<file path="src/rtl/funnel_pkg.sv">
// Shared types and defaults for the funnel arbitration blocks.
package funnel_pkg;

    localparam int unsigned FUNNEL_N_DEFAULT = 4;

    typedef enum logic {
        FUNNEL_ARB_IDLE = 1'b0,
        FUNNEL_ARB_BUSY = 1'b1
    } funnel_arb_state_e;

endpackage

</file>
<file path="src/rtl/funnel_rr_pick.sv">
// Rotate-priority encoder: first set bit of elig scanning upward from ptr, wrapping modulo N.
module funnel_rr_pick
    import funnel_pkg::*;
#(
    parameter int unsigned N     = FUNNEL_N_DEFAULT,
    parameter int unsigned SEL_W = $clog2(N)
) (
    input  logic [N-1:0]     elig,
    input  logic [SEL_W-1:0] ptr,
    output logic [SEL_W-1:0] idx,
    output logic             valid
);

    always_comb begin
        int unsigned w_pos;
        w_pos = 0;
        idx   = '0;
        valid = 1'b0;
        for (int unsigned k = 0; k < N; k++) begin
            // ptr < N and k < N, so one conditional subtract wraps the sum
            w_pos = 32'(ptr) + k;
            if (w_pos >= N) begin
                w_pos = w_pos - N;
            end
            if (!valid && elig[SEL_W'(w_pos)]) begin
                idx   = SEL_W'(w_pos);
                valid = 1'b1;
            end
        end
    end

endmodule

</file>
<file path="src/rtl/funnel_rr_arb.sv">
// Round-robin burst arbiter sharing one funnel input stream between N requesters.
// Optional FUNNEL_RR_ARB_PRIO0_EN: requester 0 gets strict priority, the rest rotate.
module funnel_rr_arb
    import funnel_pkg::*;
#(
    parameter int unsigned N     = FUNNEL_N_DEFAULT,
    parameter int unsigned SEL_W = $clog2(N)
) (
    input  logic             clk,
    input  logic             reset_n,
    input  logic [N-1:0]     t_req,
    input  logic [N-1:0]     t_last,
    output logic [N-1:0]     t_ack,
    input  logic             t_cfg_req,
    input  logic [N-1:0]     t_cfg_mask,
    output logic             t_cfg_ack,
    output logic             i_req,
    output logic             i_last,
    input  logic             i_ack,
    output logic [SEL_W-1:0] sel,
    output logic             busy
);

    funnel_arb_state_e r_state;
    funnel_arb_state_e w_state_nxt;
    logic [SEL_W-1:0]  r_sel;
    logic [SEL_W-1:0]  w_sel_nxt;
    logic [SEL_W-1:0]  r_rr_ptr;
    logic [SEL_W-1:0]  w_rr_ptr_nxt;
    logic [SEL_W-1:0]  w_rr_inc;
    logic [N-1:0]      r_mask;
    logic [N-1:0]      w_mask_nxt;
    logic              r_busy;

    logic [N-1:0]      w_elig;
    logic [N-1:0]      w_pick_elig;
    logic [SEL_W-1:0]  w_pick_idx;
    logic              w_pick_valid;
    logic [SEL_W-1:0]  w_grant_idx;
    logic              w_grant_vld;
    logic              w_hold_ptr;
    logic              w_burst_end;

    assign w_elig = t_req & r_mask;

`ifdef FUNNEL_RR_ARB_PRIO0_EN
    // Requester 0 bypasses the rotation; the encoder only arbitrates 1..N-1
    assign w_pick_elig = {w_elig[N-1:1], 1'b0};
    assign w_grant_idx = w_elig[0] ? '0 : w_pick_idx;
    assign w_grant_vld = w_elig[0] | w_pick_valid;
    assign w_hold_ptr  = (r_sel == '0);
`else
    assign w_pick_elig = w_elig;
    assign w_grant_idx = w_pick_idx;
    assign w_grant_vld = w_pick_valid;
    assign w_hold_ptr  = 1'b0;
`endif

    funnel_rr_pick #(
        .N     (N),
        .SEL_W (SEL_W)
    ) u_pick (
        .elig  (w_pick_elig),
        .ptr   (r_rr_ptr),
        .idx   (w_pick_idx),
        .valid (w_pick_valid)
    );

    assign w_rr_inc    = (r_sel == SEL_W'(N - 1)) ? '0 : r_sel + SEL_W'(1);
    assign w_burst_end = (r_state == FUNNEL_ARB_BUSY) & i_ack & t_req[r_sel] & t_last[r_sel];

    always_comb begin
        w_state_nxt  = r_state;
        w_sel_nxt    = r_sel;
        w_rr_ptr_nxt = r_rr_ptr;
        w_mask_nxt   = r_mask;
        i_req        = 1'b0;
        i_last       = 1'b0;
        t_ack        = '0;
        t_cfg_ack    = 1'b0;
        case (r_state)
            FUNNEL_ARB_IDLE: begin
                t_cfg_ack = 1'b1;
                // A same-cycle config write only affects the next arbitration
                if (t_cfg_req) begin
                    w_mask_nxt = t_cfg_mask;
                end
                if (w_grant_vld) begin
                    w_sel_nxt   = w_grant_idx;
                    w_state_nxt = FUNNEL_ARB_BUSY;
                end
            end
            FUNNEL_ARB_BUSY: begin
                i_req        = t_req[r_sel];
                i_last       = t_last[r_sel];
                t_ack[r_sel] = i_ack & t_req[r_sel];
                if (w_burst_end) begin
                    w_state_nxt = FUNNEL_ARB_IDLE;
                    if (!w_hold_ptr) begin
                        w_rr_ptr_nxt = w_rr_inc;
                    end
                end
            end
            default: begin
                w_state_nxt = FUNNEL_ARB_IDLE;
            end
        endcase
    end

    always_ff @(posedge clk) begin
        if (!reset_n) begin
            r_state  <= FUNNEL_ARB_IDLE;
            r_sel    <= '0;
            r_rr_ptr <= '0;
            r_mask   <= '1;
            r_busy   <= 1'b0;
        end else begin
            r_state  <= w_state_nxt;
            r_sel    <= w_sel_nxt;
            r_rr_ptr <= w_rr_ptr_nxt;
            r_mask   <= w_mask_nxt;
            r_busy   <= (w_state_nxt == FUNNEL_ARB_BUSY);
        end
    end

    assign sel  = r_sel;
    assign busy = r_busy;

endmodule

</file>
<file path="config.mk">
export PLATFORM = sky130hd
export DESIGN_NAME = funnel_rr_arb
export DESIGN_NICKNAME = d
export VERILOG_FILES = /design/src/rtl/funnel_pkg.sv /design/src/rtl/funnel_rr_pick.sv /design/src/rtl/funnel_rr_arb.sv
export SDC_FILE = /design/constraint.sdc
export NUM_CORES = 1
export LEC_CHECK = 0
export ABC_AREA = 0
export CAP_MARGIN = 30
export CORE_ASPECT_RATIO = 1.1
export CORE_MARGIN = 2
export CORE_UTILIZATION = 40
export DETAILED_ROUTE_END_ITERATION = 8
export GPL_TIMING_DRIVEN = 0
export HOLD_SLACK_MARGIN = 0.03
export PLACE_DENSITY = 0.87
export SLEW_MARGIN = 20
export SYNTH_ARGS = -nofsm -noshare
export SYNTH_HDL_FRONTEND = slang
export SYNTH_SLANG_ARGS = --single-unit
</file>
<file path="constraint.sdc">
create_clock -name clk -period 3.1 [get_ports clk]
set_input_delay 0.93 -clock clk [delete_from_list [all_inputs] [get_ports clk]]
set_output_delay 0.93 -clock clk [all_outputs]
set_load 0.02 [all_outputs]
</file>
==> results of run 1 <==
-- flip-flops by register name, summed over array words and instances, names as in the netlist --
| signal | cells |
|---|---|
| r_rr_ptr | 2 |
| sel | 2 |
| busy | 1 |
| r_mask | 4 |
-- final cells by class --
| cell class | count | area, um^2 |
|---|---|---|
| Sequential cell | 9 | 180 |
| Tap cell | 16 | 20.0 |
| Timing Repair Buffer | 26 | 263 |
| Clock buffer | 4 | 26.3 |
| Fill cell | 108 | 479 |
| Buffer | 2 | 8.76 |
| Multi-Input combinational cell | 52 | 395 |
| Inverter | 3 | 11.3 |
-- through the flow --
step	instances	hold slack (ps)	util, %	instance area, um^2
3_3_place_gp	107	466	62.4	863
4_1_cts	112	500	64.6	893
3_5_place_dp	107	483	62.4	863
6_report	112	489	65.4	905
5_1_grt	112	513	65.4	905
2_1_floorplan	66	441	-	593
-- kinds of logic after synthesis --
family	Yosys count	share of synthesized area, %
and+or+nand+nor	29	26.6
AOI/OAI and AO/OA	13	16.9
DFF	9	30.4
muxes	6	14.3
buffers and inverters	5	3.37
adders and majority gates	4	8.44
-- layer usage --
metal  track usage [%]  share of wire [%]
met1              20.9                 41
met2              31.4                 53
met3              3.02                5.0
met4              8.00                1.6
met5                 0                  0
-- Yosys cell counts (all sizes together) --
| master | n |
|---|---|
| a21boi | 1 |
| o21ai | 3 |
| o31ai | 1 |
| nand3 | 5 |
| and2 | 6 |
| nand4 | 1 |
| a41o | 1 |
| o41ai | 1 |
| o221a | 1 |
| or2 | 1 |
| ha | 4 |
| a21oi | 2 |
| mux4 | 2 |
| mux2i | 4 |
| inv | 3 |
| nor2 | 2 |
| o21a | 2 |
| a21bo | 1 |
| buf | 1 |
| clkbuf | 1 |
| nor2b | 1 |
| dfxtp | 9 |
| and3 | 2 |
| nand2 | 11 |
-- worst reg2reg max path, stage by stage, from the launching register on --
cell      delay (ps)
dfxtp_1          520
mux4_2           580
buf_6            140
nand4_2          140
nand2_2           80
a21boi_2         130
-- where the power goes --
part	switching, W	internal [W]	total, W
Sequential	0.0000123	0.000124	0.000136
Clock	0.0000441	0.0000498	0.0000939
Combinational	0.0000459	0.0000597	0.000106
Total	0.000102	0.000233	0.000335
-- how the worst min path moves through the flow --
stage                           end  slack, ps  cells after the start  startpoint
after CTS                 r_mask[1]        500                      2   r_mask[1]
after global placement    r_mask[1]        470                      2   r_mask[1]
after global routing      r_mask[1]        510                      2   r_mask[1]
after floorplan           r_mask[1]        440                      2   r_mask[1]
after detailed placement  r_mask[1]        480                      2   r_mask[1]
final                     r_mask[1]        490                      2   r_mask[1]
-- what timing repair did --
action | in CTS | in global routing
pin swaps | 1 | 0
hold buffers | 0 | 0
gates resized for setup | 38 | 5
setup buffers | 1 | 0
setup endpoints to repair | 6 | 6
==> reports/results.ini, run 1 <==
[run_status]
outcome=completed

[timing]
tightest_slew_ps=347
drv_slew=0
fin_skew_ps=1.32
finalCriticalPeriod_ps=3060
hold_violations=0
fmax_ghz=0.326
final-setup-viol-count=0
setup_ws_ps=35.1
tns_ps=0
slew_headroom_pct=76.8
fin_crit_sh_pct=98.9
rsz0062_at_grt=no

[routing]
avgRoutedWirePerCell_um=13.2
drt-total-wl_um=1470
drc=0
antenna_left=0
first_iter_violations=18
via_count=591
drt_first_pass_iters=4
viasPerCell=5.28

[hold_path]
hp-class=reg2reg

[worst_setup_path]
slowest_delay_ps=480
cp_top_family=buffers and inverters
reg2reg_slack_ps=1460
path_max_fanout=3
critical_path_required_ps=2170
r2r-end=busy
critPathCaptureType=output port
cp.arrival_ps=2130
r2r_start=sel[0]
cp_cell_sequence=dlygate4sd2_1 -> mux4_2 -> buf_6 -> and2_2 -> buf_4
cp.depth=5
critPathBufInv=3
crit_start=t_req[0]
setup.worst_path.start_class=primary input
ff2ff_path_depth=5
crit_end=i_req
critPathSlowestCell=mux4_2
path_class=in2out

[pwr]
p_leak_nw=0.389
power.density_nw_per_um2=371
ir_drop_uv=183
power_w=0.000335

[final_layout]
fin_nets=117
area_growth_pct=52.5
final_common_cell=clkdlybuf4s50_1
drive_above_1_share_pct=24.0
layout_common_cells=clkdlybuf4s50_1 (15), nand2_1 (10), dfxtp_1 (9)
diodes=0

[synthesis]
ys_seq_area_share_pct=30.4
syn-mean-instance-area_um2=8.99
synth_warnings=0
syn_area_um2=593
synthTopCellsByArea=dfxtp_1 (30%), ha_1 (8.4%), mux4_2 (7.6%)
synth_seq_cells=9
yosys.area.top_type=dfxtp_1
synth_top_area_share_pct=30.4
ys_types=27
syn_nets=86
synthCells=66

[floorplan]
die_y_um=44.4
rows=14
ioPinCount=26
dieArea_um2=1810
fp.dieW_um=40.7
core-area_um2=1380
initial_core_util_pct=42.9

[clock_tree]
cts_sinks=9
numCtsBuffers=3
clockRootBuffer=clkbuf_4
clk_latency_ps=270
cts_tree=yes
htreeDepth=1
clock_path_buffers=2
clk_pin_slew_worst_paths_ps=60

[placement]
place_congestion=0.856
place_ws_ps=-648
numPortBuffers=25
dp_hpwl_um=1140

[run]
drv_cap=0

[global_routing]
antenna_found_initial=0
grt_overflow_total=0
grt_pass1_wl_um=2280
grt_max_degree=11
grt_pass1_vias=566
grt.total_usage_pct=18.2

No activity file was read; power rests on OpenSTA's default activity.
==> inputs of run 2 (changes only) <==
- CORE_ASPECT_RATIO: 1.1 -> default
- PLACE_DENSITY: 0.87 -> 0.85
- SYNTH_HIERARCHICAL: default -> 1
==> reports/results.ini, run 2 <==
[clock_tree]
numCtsBuffers=3  ; unchanged
clockRootBuffer=clkbuf_4  ; unchanged
ctsHoldBuffers=0  ; unchanged
clk_latency_ps=260  ; was 270 ps
clock_path_buffers=2  ; unchanged
htreeDepth=1  ; unchanged
cts_tree=yes  ; unchanged
cts_sinks=9  ; unchanged
clk_pin_slew_worst_paths_ps=60  ; about the same

[floorplan]
rows=14  ; unchanged
initial_core_util_pct=42.6  ; was 42.9%
core-area_um2=1490  ; was 1380 um^2
die_y_um=43.8  ; was 44.4 um
ioPinCount=26  ; unchanged
dieArea_um2=1920  ; was 1810 um^2
fp.dieW_um=43.8  ; was 40.7 um

[run]
drv_cap=0  ; unchanged

[synthesis]
yosys-top-cells-count=nand2_1 (10), dfxtp_1 (9), mux2i_1 (8)  ; was nand2_1 (10), dfxtp_1 (9), and2_1 (5), nand3_1 (5)
syn-mean-instance-area_um2=8.24  ; was 8.99 um^2
yosys.area.top_type=dfxtp_1  ; unchanged
synthCells=77  ; was 66
syn_nets=97  ; was 86
synth_top_flop_cell=dfxtp_1  ; unchanged
ys_types=23  ; was 27
synth_warnings=6  ; was 0
synth-edff-count=0  ; unchanged
synth_top_area_share_pct=28.4  ; was 30.4%
ys_seq_area_share_pct=28.4  ; was 30.4%
synthTopCellsByArea=dfxtp_1 (28%), mux2i_1 (13%), ha_1 (7.9%)  ; was dfxtp_1 (30%), ha_1 (8.4%), mux4_2 (7.6%)
synth_most_common_cell=nand2_1  ; unchanged
syn_area_um2=634  ; was 593 um^2
synth_seq_cells=9  ; unchanged
synthArstFlopShare_pct=0  ; unchanged

[pwr]
p_int_w=0.000233  ; about the same
power.share.sequential_pct=39.8  ; was 40.5%
ir_drop_uv=235  ; was 183 uV
power_frac_comb_pct=33.0  ; was 31.5%
p_sw_share_pct=30.3  ; was 30.5%
p_sw_w=0.000101  ; was 0.000102 W
power.density_nw_per_um2=340  ; was 371 nW/um^2
power.share.clock_pct=27.2  ; was 28.0%
p_leak_nw=0.461  ; was 0.389 nW
power_w=0.000334  ; was 0.000335 W

[timing]
tns_ps=0  ; unchanged
finalCriticalPeriod_ps=3060  ; about the same
slew_headroom_pct=75.6  ; was 76.8%
hold_violations=0  ; unchanged
fmax_ghz=0.327  ; was 0.326 GHz
setup_ws_ps=42.9  ; was 35.1 ps
final-setup-viol-count=0  ; unchanged
tightest_slew_ps=366  ; was 347 ps
fin_crit_sh_pct=98.6  ; was 98.9%
drv_slew=0  ; unchanged
fin_skew_ps=6.51  ; was 1.32 ps

[global_routing]
grt_pass1_wl_um=2530  ; was 2280 um
antenna_found_initial=0  ; unchanged
grt_max_degree=11  ; unchanged
grt_pass1_vias=624  ; was 566
grt.total_usage_pct=17.6  ; was 18.2%
grt_overflow_total=0  ; unchanged

[hold_path]
hold_start=r_mask[3]  ; was r_mask[1]
hp-class=reg2reg  ; unchanged

[worst_setup_path]
cp_cell_sequence=clkdlybuf4s50_1 -> nand3_2 -> o22ai_4 -> and2_4 -> buf_4  ; was dlygate4sd2_1 -> mux4_2 -> buf_6 -> and2_2 -> buf_4
setup.worst_path.start_class=primary input  ; unchanged
critPathCaptureType=output port  ; unchanged
path_class=in2out  ; unchanged
crit_start=i_ack  ; was t_req[0]
slowest_delay_ps=500  ; was 480 ps
r2r_start=sel[0]  ; unchanged
critical_path_required_ps=2170  ; about the same
path_max_fanout=6  ; was 3
cp_top_family=buffers and inverters  ; unchanged
critPathBufInv=2  ; was 3
critPathSlowestCell=clkdlybuf4s50_1  ; was mux4_2
cp.arrival_ps=2130  ; about the same

[placement]
place_congestion=0.777  ; was 0.856
dp.cells=118  ; was 107
place_ws_ps=-430  ; was -648 ps
dp_hpwl_um=1200  ; was 1140 um
numPortBuffers=25  ; unchanged

[final_layout]
drive_above_1_share_pct=21.6  ; was 24.0%
final_cells=127  ; was 112
largest_register_ffs=4  ; unchanged
top_register=r_mask  ; unchanged
final_common_cell=clkdlybuf4s50_1  ; unchanged
diodes=0  ; unchanged
area_growth_pct=54.4  ; was 52.5%
fin_nets=132  ; was 117
layout_common_cells=clkdlybuf4s50_1 (15), nand2_1 (10), dfxtp_1 (9), buf_4 (9)  ; was clkdlybuf4s50_1 (15), nand2_1 (10), dfxtp_1 (9)
final_core_util_pct=65.8  ; was 65.4%

[routing]
avgRoutedWirePerCell_um=12.5  ; was 13.2 um
antenna_left=0  ; unchanged
drt-total-wl_um=1590  ; was 1470 um
viasPerCell=5.06  ; was 5.28
first_iter_violations=20  ; was 18
drc=0  ; unchanged
via_count=643  ; was 591
drt_first_pass_iters=4  ; unchanged

[run_status]
outcome=completed  ; unchanged

run 2: cell types whose count changed in the layout (fill, tap and decap cells not counted), moves of 4 or more:
cell | previous run | this run
a21oi_1 | 2 | 7
buf_4 | 1 | 9
buf_6 | 6 | 0
dlymetal6s2s_1 | 0 | 4
inv_1 | 3 | 7
nand3_1 | 5 | 1
run 2: worst paths after layout:
| path | cells after the start | slack, ps | endpoint |
|---|---|---|---|
| hold reg to reg | 2 | 470 | r_mask[3] |
| setup reg to reg | 4 | 1470 | r_rr_ptr[0] |
| setup / recovery | 5 | 40 | t_ack[3] |
| hold / removal | 2 | 470 | r_mask[3] |
run 2: routing by layer:
layer  track usage, %  vias up  wire length [um]
li1                 -      322                 -
met1             19.1      295               624
met2             33.8       26               879
met3             2.50        0                86
met4             6.06        0                 0
met5                0        -                 0
run 2: tightest hold or removal path: stages (launching register included):
cell and delay (ps):
dfxtp_1 320, mux2i_1 60, nand2_1 60
run 2: cell families (layout without fill, tap and decap cells):
family / Yosys count / count (layout) / share of synthesized area [%]
simple gates: 33 / 33 / 27.6
compound gates: 12 / 12 / 13.2
fa+ha+maj: 4 / 4 / 7.89
flops: 9 / 9 / 28.4
mux: 9 / 9 / 16.2
buf+inv: 10 / 44 / 6.71
run 2: stage by stage:
stage | hold slack, ps | cell area [um^2]
2_1_floorplan | 433 | 634
3_3_place_gp | 445 | 905
3_5_place_dp | 458 | 905
4_1_cts | 474 | 952
5_1_grt | 504 | 980
6_report | 469 | 980
run 2: final cells by class:
type,count,area [um^2]
Fill cell,138,509
Multi-Input combinational cell,58,429
Timing Repair Buffer,30,282
Sequential cell,9,180
Inverter,8,30.0
Clock buffer,4,26.3
Tap cell,16,20.0
Buffer,2,12.5
run 2: what timing repair did:
action                                  in CTS  in global routing
pin swaps                                    1                  2
buffers inserted                             4                  1
resized for setup                           27                  9
endpoints found under the setup margin       6                  4
run 2: power by group through the flow:
stage | registers [W] | logic (W) | clock network (W)
floorplan | 0.000136 | 0.0000545 | 0
CTS | 0.000132 | 0.000107 | 0.0000954
finish | 0.000133 | 0.000110 | 0.0000906
global route | 0.000134 | 0.000119 | 0.000102
global placement | 0.000134 | 0.0000980 | 0
detailed placement | 0.000135 | 0.000101 | 0
